<file path="src/rtl/i2c_bit_sequencer.sv">
// -----------------------------------------------------------------------------
// i2c_bit_sequencer
//
// Bit-level sequencer for the I2C controller. Each command (START, STOP,
// WRITE-bit, READ-bit) is played out as four quarter-SCL-period phases
// A..D, driving the open-drain enables of SCL and SDA. SDA is sampled at
// the end of phase C. SCL clock stretching is honoured in phase B, and a
// WRITE of 1 that reads back 0 is reported as lost arbitration.
//
// Ports
//   controlClock  system clock, all state on the rising edge
//   reset         asynchronous, active-high reset
//   cmd_valid/cmd_ready   command handshake (accepted when both are high)
//   cmd_op        00 START, 01 STOP, 10 WRITE, 11 READ
//   cmd_bit       data bit for WRITE, ignored otherwise
//   scl_in/sda_in raw pad levels (asynchronous, synchronised here)
//   scl_oe/sda_oe 1 = pull the line low, 0 = release it
//   rsp_valid     one-cycle pulse when a command completes
//   rsp_bit       SDA level sampled at the end of phase C
//   arb_lost      qualifies rsp_valid: WRITE aborted on arbitration loss
//   busy          high from the cycle after accept until back in IDLE
// -----------------------------------------------------------------------------
module i2c_bit_sequencer #(
    parameter int unsigned QUARTER_DIV = 250,
    parameter int unsigned CNT_W       = 16
) (
    input  logic       controlClock,
    input  logic       reset,
    input  logic       cmd_valid,
    output logic       cmd_ready,
    input  logic [1:0] cmd_op,
    input  logic       cmd_bit,
    input  logic       scl_in,
    input  logic       sda_in,
    output logic       scl_oe,
    output logic       sda_oe,
    output logic       rsp_valid,
    output logic       rsp_bit,
    output logic       arb_lost,
    output logic       busy
);

    typedef enum logic [2:0] {IDLE, PH_A, PH_B, PH_C, PH_D} state_e;

    localparam logic [1:0]       OP_START = 2'b00;
    localparam logic [1:0]       OP_STOP  = 2'b01;
    localparam logic [1:0]       OP_WRITE = 2'b10;
    localparam logic [CNT_W-1:0] CNT_LAST = CNT_W'(QUARTER_DIV - 1);

    state_e           state_q, state_d;
    logic [CNT_W-1:0] cnt_q, cnt_d;
    logic [1:0]       op_q;
    logic             bit_q;
    logic             scl_meta_q, scl_s_q, sda_meta_q, sda_s_q;
    logic             scl_oe_q, scl_oe_d, sda_oe_q, sda_oe_d;
    logic             rsp_valid_q, rsp_valid_d;
    logic             rsp_bit_q, rsp_bit_d;
    logic             arb_lost_q, arb_lost_d;

    logic             accept, phase_end, stretch_hold, sample_pt, arb_event, done;
    logic [1:0]       op_n;
    logic             bit_n, wr_low;

    assign cmd_ready    = (state_q == IDLE) && !reset;
    assign accept       = cmd_valid && cmd_ready;
    assign phase_end    = (cnt_q == CNT_LAST);
    // A slave holding SCL low in phase B freezes the quarter count; START
    // never waits because it does not depend on the slave's clock.
    assign stretch_hold = (state_q == PH_B) && (op_q != OP_START) && !scl_s_q;
    assign sample_pt    = (state_q == PH_C) && phase_end;
    assign arb_event    = sample_pt && (op_q == OP_WRITE) && bit_q && !sda_s_q;
    assign done         = ((state_q == PH_D) && phase_end) || arb_event;

    // State register: FSM, counter, synchronisers and registered outputs.
    always_ff @(posedge controlClock or posedge reset) begin
        if (reset) begin
            state_q     <= IDLE;
            cnt_q       <= '0;
            scl_meta_q  <= 1'b1;
            scl_s_q     <= 1'b1;
            sda_meta_q  <= 1'b1;
            sda_s_q     <= 1'b1;
            scl_oe_q    <= 1'b0;
            sda_oe_q    <= 1'b0;
            rsp_valid_q <= 1'b0;
            rsp_bit_q   <= 1'b0;
            arb_lost_q  <= 1'b0;
        end else begin
            // NOTE: non-blocking assignments so every flop samples pre-edge values.
            state_q     <= state_d;
            cnt_q       <= cnt_d;
            scl_meta_q  <= scl_in;
            scl_s_q     <= scl_meta_q;
            sda_meta_q  <= sda_in;
            sda_s_q     <= sda_meta_q;
            scl_oe_q    <= scl_oe_d;
            sda_oe_q    <= sda_oe_d;
            rsp_valid_q <= rsp_valid_d;
            rsp_bit_q   <= rsp_bit_d;
            arb_lost_q  <= arb_lost_d;
        end
    end

    // Command latch: op and bit are frozen for the whole command.
    always_ff @(posedge controlClock or posedge reset) begin
        if (reset) begin
            op_q  <= OP_START;
            bit_q <= 1'b0;
        end else if (accept) begin
            op_q  <= cmd_op;
            bit_q <= cmd_bit;
        end
    end

    // Next-state logic.
    always_comb begin
        // NOTE: defaults first so no path leaves a variable unassigned (no latch).
        state_d = state_q;
        cnt_d   = cnt_q;
        if (state_q == IDLE) begin
            if (accept) begin
                state_d = PH_A;
                cnt_d   = '0;
            end
        end else if (stretch_hold) begin
            cnt_d = '0;
        end else if (phase_end) begin
            cnt_d = '0;
            case (state_q)
                PH_A:    state_d = PH_B;
                PH_B:    state_d = PH_C;
                PH_C:    state_d = arb_event ? IDLE : PH_D;
                default: state_d = IDLE;
            endcase
        end else begin
            cnt_d = cnt_q + 1'b1;
        end
    end

    // Output logic. Line enables are computed from the phase being entered
    // so the registered value is in effect on the first cycle of that phase.
    always_comb begin
        op_n        = accept ? cmd_op  : op_q;
        bit_n       = accept ? cmd_bit : bit_q;
        wr_low      = (op_n == OP_WRITE) && !bit_n;
        scl_oe_d    = scl_oe_q;
        sda_oe_d    = sda_oe_q;
        rsp_valid_d = done;
        arb_lost_d  = arb_event;
        rsp_bit_d   = sample_pt ? sda_s_q : rsp_bit_q;
        if (arb_event) begin
            scl_oe_d = 1'b0;
            sda_oe_d = 1'b0;
        end else begin
            case (state_d)
                PH_A: case (op_n)
                    OP_START: {scl_oe_d, sda_oe_d} = 2'b00;
                    OP_STOP:  {scl_oe_d, sda_oe_d} = 2'b11;
                    default:  {scl_oe_d, sda_oe_d} = {1'b1, wr_low};
                endcase
                PH_B: case (op_n)
                    OP_START: {scl_oe_d, sda_oe_d} = 2'b00;
                    OP_STOP:  {scl_oe_d, sda_oe_d} = 2'b01;
                    default:  {scl_oe_d, sda_oe_d} = {1'b0, wr_low};
                endcase
                PH_C: case (op_n)
                    OP_START: {scl_oe_d, sda_oe_d} = 2'b01;
                    OP_STOP:  {scl_oe_d, sda_oe_d} = 2'b01;
                    default:  {scl_oe_d, sda_oe_d} = {1'b0, wr_low};
                endcase
                PH_D: case (op_n)
                    OP_START: {scl_oe_d, sda_oe_d} = 2'b11;
                    OP_STOP:  {scl_oe_d, sda_oe_d} = 2'b00;
                    default:  {scl_oe_d, sda_oe_d} = {1'b1, wr_low};
                endcase
                default: ; // IDLE keeps the last phase-D drive
            endcase
        end
    end

    assign scl_oe    = scl_oe_q;
    assign sda_oe    = sda_oe_q;
    assign rsp_valid = rsp_valid_q;
    assign rsp_bit   = rsp_bit_q;
    assign arb_lost  = arb_lost_q;
    assign busy      = (state_q != IDLE);

endmodule

</file>
<file path="config.mk">
export PLATFORM = sky130hd
export DESIGN_NAME = i2c_bit_sequencer
export DESIGN_NICKNAME = d
export VERILOG_FILES = /design/src/rtl/i2c_bit_sequencer.sv
export SDC_FILE = /design/constraint.sdc
export NUM_CORES = 1
export LEC_CHECK = 0
export CELL_PAD_IN_SITES_DETAIL_PLACEMENT = 0
export CELL_PAD_IN_SITES_GLOBAL_PLACEMENT = 1
export CORE_MARGIN = 2
export CORE_UTILIZATION = 47
export CTS_BUF_LIST = sky130_fd_sc_hd__clkbuf_16
export CTS_CLUSTER_SIZE = 40
export DETAILED_ROUTE_END_ITERATION = 8
export PLACE_DENSITY = 0.92
export SLEW_MARGIN = 10
export SYNTH_ARGS = -nofsm -noshare
export SYNTH_HDL_FRONTEND = slang
export SYNTH_SLANG_ARGS = --single-unit
</file>
<file path="constraint.sdc">
create_clock -name controlClock -period 7.4 [get_ports controlClock]
set_clock_uncertainty 0.15 [all_clocks]
set_input_delay 1.11 -clock controlClock [delete_from_list [all_inputs] [get_ports controlClock]]
set_output_delay 1.11 -clock controlClock [all_outputs]
set_load 0.01 [all_outputs]
</file>
==> results of run 1 <==
path summary, 6_finish.rpt:
path / from / to / slack [ns] / cells after the start
setup / recovery: reset / cmd_ready / 3.95 / 3
hold / removal: sda_meta_q / sda_s_q / 0.20 / 0
setup reg to reg: cnt_q[1] / scl_oe / 4.42 / 8
hold reg to reg: sda_meta_q / sda_s_q / 0.20 / 0
max in group asynchronous: reset / sda_meta_q / 5.64 / 3
min in group asynchronous: reset / state_q[0] / 1.13 / 3
worst max-delay path, delay by kind of cell:
kind	cells	cell delay (ns)
and+or+nand+nor	1	0.11
buffers and inverters	2	0.97
routing by layer:
layer / vias up / track usage (%) / share of wire [%]
met2: 26 / 29.87 / 46
met4: 0 / 7.337 / 1.7
met5: - / 0 / 0
li1: 646 / - / -
met1: 637 / 26.33 / 47
met3: 6 / 5.179 / 5.2
kinds of logic (layout without fill, tap and decap cells):
kind of cell    Yosys count  after routing  synth area share, %
buf+inv                  13             29                3.617
compound gates           38             38                15.75
fa+ha+maj                 2              2                1.507
xor+xnor                  8              8                4.220
simple gates             75             75                24.04
mux                       6              6                3.843
flops                    31             31                47.02
synth_stat cells (2+ instances only):
cell type   n  area (sq um)
nor3b_1     2         15.01
and3_1      3         18.77
dfstp_2     4         105.1
nor2_1     17         63.81
o41ai_1     3         26.28
o31ai_1     5         37.54
nand3_1     5         25.02
mux2i_1     3         30.03
dfrtp_1    27         675.7
o211ai_1    4         30.03
xor2_1      5         43.79
nand2_1    25         93.84
nor3_1      2         10.01
a21oi_1     3         15.01
inv_1       6         22.52
o21ai_0    12         60.06
nand4_1     3         18.77
nor2b_1     4         25.02
xnor2_1     3         26.28
ha_1        2         25.02
clkbuf_1    5         18.77
mux2_2      3         33.78
metrics by stage:
step	setup slack [ns]	hold slack (ns)	utilization (%)
5_1_grt	3.902	0.2072	58.52
2_1_floorplan	4.826	0.1952	-
4_1_cts	3.944	0.2041	58.52
6_report	3.948	0.2031	58.52
3_5_place_dp	3.944	0.1972	54.35
3_3_place_gp	3.950	0.1959	54.35
registers in the layout, summed over array words and instances, names as in the netlist:
register    flops
arb_lost        1
bit_q           1
cnt_q          16
op_q            2
rsp_bit         1
rsp_valid       1
scl_meta_q      1
scl_oe          1
scl_s_q         1
sda_meta_q      1
sda_oe          1
sda_s_q         1
state_q         3
layout make-up:
| class | instances | area, sq um | area share (%) |
|---|---|---|---|
| Clock buffer | 5 | 125.1 | 6.357 |
| Clock inverter | 3 | 15.01 | 0.7629 |
| Inverter | 6 | 22.52 | 1.144 |
| Multi-Input combinational cell | 129 | 819.5 | 41.64 |
| Sequential cell | 31 | 780.7 | 39.67 |
| Tap cell | 46 | 57.56 | 2.924 |
| Timing Repair Buffer | 15 | 147.6 | 7.502 |
power groups by stage:
stage               Combinational (mW)  Sequential [mW]  Clock, mW
finish                         0.00889            0.172      0.194
global route                    0.0101            0.172      0.208
CTS                            0.00927            0.172      0.199
detailed placement             0.00919            0.175          0
global placement               0.00889            0.175          0
floorplan                      0.00335            0.175          0
==> flow_summary.yaml, run 1 <==
worst_setup_path:
  cp-end-kind: "primary output"
  cpPeakStageDelay_ns: 0.53
  crit_slowest_cell: "clkdlybuf4s50_1"
  start_kind: "primary input"
  crit_arrival_ns: 2.19
  cp_max_fo: 3
  path_cells: "clkdlybuf4s50_1 > nor2_1 > clkdlybuf4s50_1"
  crit_top_cell: "clkdlybuf4s50_1"
  crit_required_ns: 6.14
  crit_type: "in2out"
routing:
  drt_pass1_iterations: 4
  drtIter0Drc: 63
  wire_per_inst_um: 14.21
  ant_nets: 0
  via_per_inst: 5.596
  vias: 1315
  wirelength_um: 3339
  drcViolationCount: 0
die:
  row_count: 21
  die_y_um: 63.44
  ioPinCount: 15
  start_util_pct: 49.37
  core-area_sq_mm: 0.003363
  die_x_um: 63.44
  die-area_sq_mm: 0.004024
cells_and_area:
  n_fill_cell: 328
  syn_to_final_growth_pct: 18.54
  layout_commonest_cell: "dfrtp_1"
  diodes: 0
  fin_area_sq_mm: 0.001968
  drive_gt1_share_pct: 12.70
  fin_cells: 235
  final_cell_mix: "dfrtp_1, nand2_1, nor2_1"
  final_net_count: 198
clock_tree:
  cts_buffer_depth: 2
  cts.sinks: 31
  cts_max_level: 2
  numCtsBuffers: 5
  root_buffer: "clkbuf_16"
  cts_setup_buffers: 0
  insertion_delay_ns: 0.28
  cts_tree: "built"
  hold_buffers: 0
  cts_resized: 0
  clkSlewWorstSetupHoldPaths_ns: 0.05
timing:
  slew_headroom_pct: 49.31
  setup_tns_ns: 0
  min_period_ns: 3.452
  finalSetupViolCount: 0
  rsz0062_at_grt: "no"
  finalMaxSlewViolations: 0
  tightest_slew_ns: 0.7501
  fmax_mhz: 289.7
  fin_crit_sh_pct: 46.64
  finalHoldViolations: 0
logic_synthesis:
  postSynthCellCount: 173
  yosys_warnings: 0
  async_reset_ff_share_pct: 100.0
  synthDistinctLibCells: 49
  syn-num-nets: 183
  ys_seq_area_share_pct: 47.02
  ys.flop_type: "dfrtp_1"
  syn_area_per_cell_sq_um: 9.597
  synth_seq_cells: 31
  netlist_area_sq_mm: 0.001660
  synth_edf_count: 0
grt:
  grt.overflow.total: 0
  grt_pass1_vias: 1303
  grt_pass1_wl_um: 6106
  grt_usage_pct: 19.46
  antenna_found_initial: 0
  grt_max_degree: 32
placement:
  routabilityCongestion: 0.8234
  post-place-cells: 227
  post_dp_cell_area_sq_mm: 0.001828
  dp_hpwl_um: 2311
  io_buffers: 14
outcome:
  status: "finished clean"
power:
  power_uw: 374.7
  p_seq_share_pct: 45.9
  power_frac_clock_pct: 51.7
  p_switching_uw: 76.68
  p_per_area_mw_per_mm2: 190.4
  netSwitchingFraction_pct: 20.46
  combPwrFrac_pct: 2.4
  p_leak_nw: 0.8718
  vdd_drop_max_v: 0.0002056
  p_int_uw: 298.0
job:
  drv_cap: 0
hold_path:
  hold_path_class: "reg2reg"
Power figures use the tool's default switching activity.
==> run 2, diff against run 1 <==
--- a/config.mk
+++ b/config.mk
@@ -8,11 +8,11 @@
 export CELL_PAD_IN_SITES_DETAIL_PLACEMENT = 0
 export CELL_PAD_IN_SITES_GLOBAL_PLACEMENT = 1
 export CORE_MARGIN = 2
-export CORE_UTILIZATION = 47
+export CORE_UTILIZATION = 44
 export CTS_BUF_LIST = sky130_fd_sc_hd__clkbuf_16
 export CTS_CLUSTER_SIZE = 40
 export DETAILED_ROUTE_END_ITERATION = 8
-export PLACE_DENSITY = 0.92
+export PLACE_DENSITY = 0.87
 export SLEW_MARGIN = 10
 export SYNTH_ARGS = -nofsm -noshare
 export SYNTH_HDL_FRONTEND = slang
==> constraint.sdc (replaced) <==
create_clock -name controlClock -period 3.6 [get_ports controlClock]
set_clock_uncertainty 0.15 [all_clocks]
set_input_delay 0.54 -clock controlClock [delete_from_list [all_inputs] [get_ports controlClock]]
set_output_delay 0.54 -clock controlClock [all_outputs]
set_load 0.01 [all_outputs]
==> run 2 against run 1 <==
Critical path depth grew 6. Largest cell class unchanged. Worst hold slack gained 0.0020 ns. Critical path type is now reg2reg. Register-to-register slack lost 3.6 ns. Cell count grew 1.3%. Clock-buffer cell count is the same. Routed wire length grew 5.0%. Sequential share of layout area shrank 0.77 points. Total power grew 130%. Sequential cell count is the same.
==> flow_summary.yaml, run 2 (synthesized netlist as in run 1, its figures left out) <==
outcome:
  status: "finished clean"
worst_setup_path:
  cp.depth: 9
  worstSetupStartpoint: "cnt_q[1]"
  critPathCapture: "sda_oe"
  worstReg2RegEnd: "sda_oe"
  crit_slowest_cell: "or4b_1"
  start_kind: "flip-flop"
  crit_type: "reg2reg"
  r2r_start: "cnt_q[1]"
  reg2reg_depth: 9
  crit_arrival_ns: 2.77
  cp-end-kind: "flip-flop"
  critical-path-top-delay-family: "simple AND/OR/NAND/NOR gates"
  crit_required_ns: 3.60
  cp_max_fo: 13
  cp_num_buf_inv: 2
  path_cells: "inv_1 > ha_1 > or4b_1 > nor4_4 > buf_4 > mux2i_1 > a221oi_1 > a41oi_1 > o211ai_1"
  cpPeakStageDelay_ns: 0.50
  reg2reg_setup_slack_ns: 0.83
routing:
  ant_nets: 0
  drt_pass1_iterations: 4
  via_per_inst: 5.681
  vias: 1352
  drtIter0Drc: 78
  wirelength_um: 3506
  drcViolationCount: 0
  wire_per_inst_um: 14.73
power:
  netSwitchingFraction_pct: 19.51
  vdd_drop_max_v: 0.0002234
  p_switching_uw: 166.5
  p_leak_nw: 0.8877
  p_per_area_mw_per_mm2: 425.1
  p_int_uw: 686.7
  power_frac_clock_pct: 56.4
  combPwrFrac_pct: 2.2
  p_seq_share_pct: 41.4
cells_and_area:
  final_net_count: 199
  fin_cells: 238
  syn_to_final_growth_pct: 20.87
  diodes: 0
  regMostFlops: "cnt_q"
  layout_commonest_cell: "dfrtp_1"
  largestRegisters: "cnt_q: 16 flops, state_q: 3 flops, op_q: 2 flops"
  largest_reg_flops: 16
  final_cell_mix: "dfrtp_1, nand2_1, nor2_1"
  drive_gt1_share_pct: 13.16
grt:
  gr-usage-met3_pct: 4.795
  met2_usage_pct: 26.91
  grt_use_met1_pct: 26.08
  grt_busiest_layer: "met2"
  grt_usage_pct: 18.94
  grt_pass1_vias: 1270
  antenna_found_initial: 0
  grt.overflow.total: 0
  grt_pass1_wl_um: 6044
  grt_max_degree: 32
placement:
  post-place-cells: 230
  io_buffers: 14
  dp_hpwl_um: 2380
  routabilityCongestion: 0.8950
  post-place-ws_ns: 0.8580
clock_tree:
  numCtsBuffers: 5
  root_buffer: "clkbuf_16"
  hold_buffers: 0
  cts.sinks: 31
  cts_tree: "built"
  cts_max_level: 2
  insertion_delay_ns: 0.28
  clkSlewWorstSetupHoldPaths_ns: 0.05
  cts_setup_buffers: 0
  cts_resized: 0
  cts_buffer_depth: 2
die:
  ioPinCount: 15
  start_util_pct: 45.70
  row_count: 22
  die_x_um: 65.43
  core-area_sq_mm: 0.003633
  die_y_um: 65.43
  die-area_sq_mm: 0.004281
timing:
  min_period_ns: 2.768
  setup_tns_ns: 0
  finalHoldViolations: 0
  tightest_slew_ns: 0.6797
  rsz0062_at_grt: "no"
  finalSetupViolCount: 0
  finalMaxSlewViolations: 0
  slew_headroom_pct: 54.07
  fin_crit_sh_pct: 76.90
  setup_ws_ns: 0.8315
  fmax_mhz: 361.2
hold_path:
  hold_path_class: "reg2reg"
job:
  drv_cap: 0
[run 2: cell count changes in the layout (fill, tap and decap cells not counted)]
| cell | before | now |
|---|---|---|
| clkinv_2 | 3 | 1 |
| buf_4 | 1 | 2 |
| bufinv_16 | 0 | 1 |
| clkinv_4 | 0 | 1 |
[run 2: layer usage]
| metal | part of all wire [%] | up-vias |
|---|---|---|
| met5 | 0 | - |
| met4 | 2.4 | 0 |
| met3 | 3.9 | 7 |
| met2 | 43 | 33 |
| met1 | 50 | 656 |
| li1 | - | 656 |
[run 2: final cells by class]
cell class	count	area (sq um)
fillers	325	1627
multi-input cells	129	819.5
flip-flops and latches	31	780.7
repair buffers	16	155.1
clock buffers	5	125.1
well taps	48	60.06
clock inverters	3	43.79
inverters	6	22.52
[run 2: through the flow]
step                      hold WS [ns]  utilization (%)  instance area (sq um)  power [mW]
final                           0.2051            55.23                   2007      0.8532
after global routing            0.2092            55.23                   2007      0.8842
after CTS                       0.2054            55.23                   2007      0.8644
after detailed placement        0.1973            50.59                   1838      0.3786
after global placement          0.1965            50.59                   1838      0.3780
after floorplan                 0.1952                -                   1660      0.3661
[run 2: power by group through the flow]
stage | registers (mW) | logic (mW) | clock network (mW)
2_1_floorplan | 0.359 | 0.00688 | 0
3_3_place_gp | 0.359 | 0.0186 | 0
3_5_place_dp | 0.359 | 0.0191 | 0
4_1_cts | 0.353 | 0.0193 | 0.492
5_1_grt | 0.353 | 0.0210 | 0.510
6_report | 0.354 | 0.0186 | 0.481
[run 2: worst min-delay path by stage]
stage | start | end | slack, ns | cells past startpoint
floorplan | scl_meta_q | scl_s_q | 0.20 | 0
global placement | sda_meta_q | sda_s_q | 0.20 | 0
detailed placement | scl_meta_q | scl_s_q | 0.20 | 0
CTS | scl_meta_q | scl_s_q | 0.21 | 0
global route | scl_meta_q | scl_s_q | 0.21 | 0
finish | scl_meta_q | scl_s_q | 0.21 | 0
==> run 3, diff against run 2 <==
--- a/config.mk
+++ b/config.mk
@@ -8,11 +8,11 @@
 export CELL_PAD_IN_SITES_DETAIL_PLACEMENT = 0
 export CELL_PAD_IN_SITES_GLOBAL_PLACEMENT = 1
 export CORE_MARGIN = 2
-export CORE_UTILIZATION = 44
+export CORE_UTILIZATION = 39
 export CTS_BUF_LIST = sky130_fd_sc_hd__clkbuf_16
 export CTS_CLUSTER_SIZE = 40
 export DETAILED_ROUTE_END_ITERATION = 8
-export PLACE_DENSITY = 0.87
+export PLACE_DENSITY = 0.83
 export SLEW_MARGIN = 10
 export SYNTH_ARGS = -nofsm -noshare
 export SYNTH_HDL_FRONTEND = slang
==> constraint.sdc (replaced) <==
create_clock -name controlClock -period 2.4 [get_ports controlClock]
set_clock_uncertainty 0.15 [all_clocks]
set_input_delay 0.36 -clock controlClock [delete_from_list [all_inputs] [get_ports controlClock]]
set_output_delay 0.36 -clock controlClock [all_outputs]
set_load 0.01 [all_outputs]
==> run 3 against run 2 <==
Total power grew 35%. Via count grew 5.8%. Sequential power grew 50%. Sequential cell count is the same. Largest cell class unchanged. Clock power grew 23%. Cell count grew 10%. Worst setup slack lost 0.78 ns. Highest routed layer unchanged. Die area grew 12%. Utilization shrank 1.5 points. Design area grew 8.7%. Routed wire length grew 2.9%. First-iteration DRC count grew 78%.
==> flow_summary.yaml, run 3 (synthesized netlist as in run 1, its figures left out) <==
outcome:
  status: "finished clean"
timing:
  slew_headroom_pct: 70.47
  finalMaxSlewViolations: 0
  tightest_slew_ns: 0.4390
  finalSetupViolCount: 0
  fmax_mhz: 425.4
  setup_ws_ns: 0.04931
  finalHoldViolations: 0
  min_period_ns: 2.351
  fin_crit_sh_pct: 97.95
  rsz0062_at_grt: "yes"
cells_and_area:
  diodes: 0
  syn_to_final_growth_pct: 31.42
  layout_commonest_cell: "dfrtp_1"
  fin_util_pct: 53.78
  final_net_count: 221
  largest_reg_flops: 16
  largestRegisters: "cnt_q: 16 flops, state_q: 3 flops, op_q: 2 flops"
  regMostFlops: "cnt_q"
  final_cell_mix: "dfrtp_1, nand2_1, buf_4"
  drive_gt1_share_pct: 24.06
clock_tree:
  numCtsBuffers: 5
  clkSlewWorstSetupHoldPaths_ns: 0.05
  hold_buffers: 0
  root_buffer: "clkbuf_16"
  cts_tree: "built"
  cts_max_level: 2
  cts_buffer_depth: 2
  insertion_delay_ns: 0.27
  cts.sinks: 31
grt:
  grt_usage_pct: 16.83
  antenna_found_initial: 0
  grt_max_degree: 32
  grt_pass1_wl_um: 6458
  grt.overflow.total: 0
  grt_pass1_vias: 1430
die:
  start_util_pct: 40.92
  core-area_sq_mm: 0.004058
  ioPinCount: 15
  row_count: 23
  die_y_um: 69.25
  die_x_um: 69.25
  die-area_sq_mm: 0.004795
worst_setup_path:
  cp-end-kind: "flip-flop"
  crit_required_ns: 2.39
  crit_type: "reg2reg"
  crit_arrival_ns: 2.35
  start_kind: "flip-flop"
  cp_max_fo: 3
  r2r_start: "cnt_q[9]"
  worstSetupStartpoint: "cnt_q[9]"
routing:
  drcViolationCount: 0
  vias: 1430
  drtIter0Drc: 139
  wirelength_um: 3609
  via_per_inst: 5.458
  drt_pass1_iterations: 4
  wire_per_inst_um: 13.77
  ant_nets: 0
job:
  drv_cap: 0
power:
  p_per_area_mw_per_mm2: 527.6
  power_mw: 1.151
  p_leak_nw: 0.9949
  vdd_drop_max_v: 0.0002708
placement:
  io_buffers: 14
  post-place-ws_ns: -0.04730
  dp_hpwl_um: 2586
  routabilityCongestion: 0.8802
hold_path:
  hold_path_class: "reg2reg"
  hold_path.startpoint: "scl_meta_q"
[run 3: changes by cell type in the layout (fill, tap and decap cells not counted), sizes merged]
cell | before | now
clkinv | 2 | 3
bufinv | 1 | 0
buf | 2 | 24
[run 3: through the flow]
stage / hold slack, ns / cell area, sq um / TNS, ns / std cells
CTS: 0.2050 / 2140 / 0 / 259
floorplan: 0.1952 / 1664 / 0 / 173
global route: 0.2071 / 2182 / -0.04378 / 262
global placement: 0.1972 / 1992 / 0 / 250
finish: 0.2036 / 2182 / 0 / 262
detailed placement: 0.1976 / 1992 / -0.08069 / 250
[run 3: cell type report]
class                           instances  area [sq um]
Clock buffer                            5         125.1
Timing Repair Buffer                   38         336.6
Clock inverter                          3         15.01
Sequential cell                        31         780.7
Fill cell                             354          1876
Tap cell                               50         62.56
Multi-Input combinational cell        129         839.6
Inverter                                6         22.52
[run 3: worst max-delay path: stages (launching register included)]
cell	delay, ns
dfrtp_1	0.37
or4_4	0.55
nor4_4	0.33
mux2i_2	0.31
buf_4	0.17
a221oi_1	0.05
a41oi_1	0.18
o211ai_1	0.11
[run 3: path summary, 6_finish.rpt]
path | cells past startpoint | end | slack (ns)
worst max-delay path | 7 | sda_oe | 0.05
worst min register to register | 0 | scl_s_q | 0.20
max in group asynchronous | 3 | sda_s_q | 1.39
worst min-delay path | 0 | scl_s_q | 0.20
worst max register to register | 7 | sda_oe | 0.05
min in group asynchronous | 3 | state_q[0] | 0.38
[run 3: layer usage]
metal	vias up	GRT usage [%]	routed length, um
met5	-	0	0
met2	41	29.27	1795
met1	685	19.89	1588
li1	698	-	-
met4	0	6.536	46
met3	6	4.215	179
[run 3: power breakdown]
part	switching, mW	internal (mW)	total (mW)	leakage, nW
Clock	0.214	0.377	0.592	0.0733
Combinational	0.0153	0.0134	0.0287	0.522
Sequential	0.00122	0.530	0.531	0.399
[run 3: what timing repair did]
item	4_1_cts	5_1_grt
setup endpoints to repair	6	17
pin swaps	2	3
buffers inserted	1	3
resized for setup	0	6
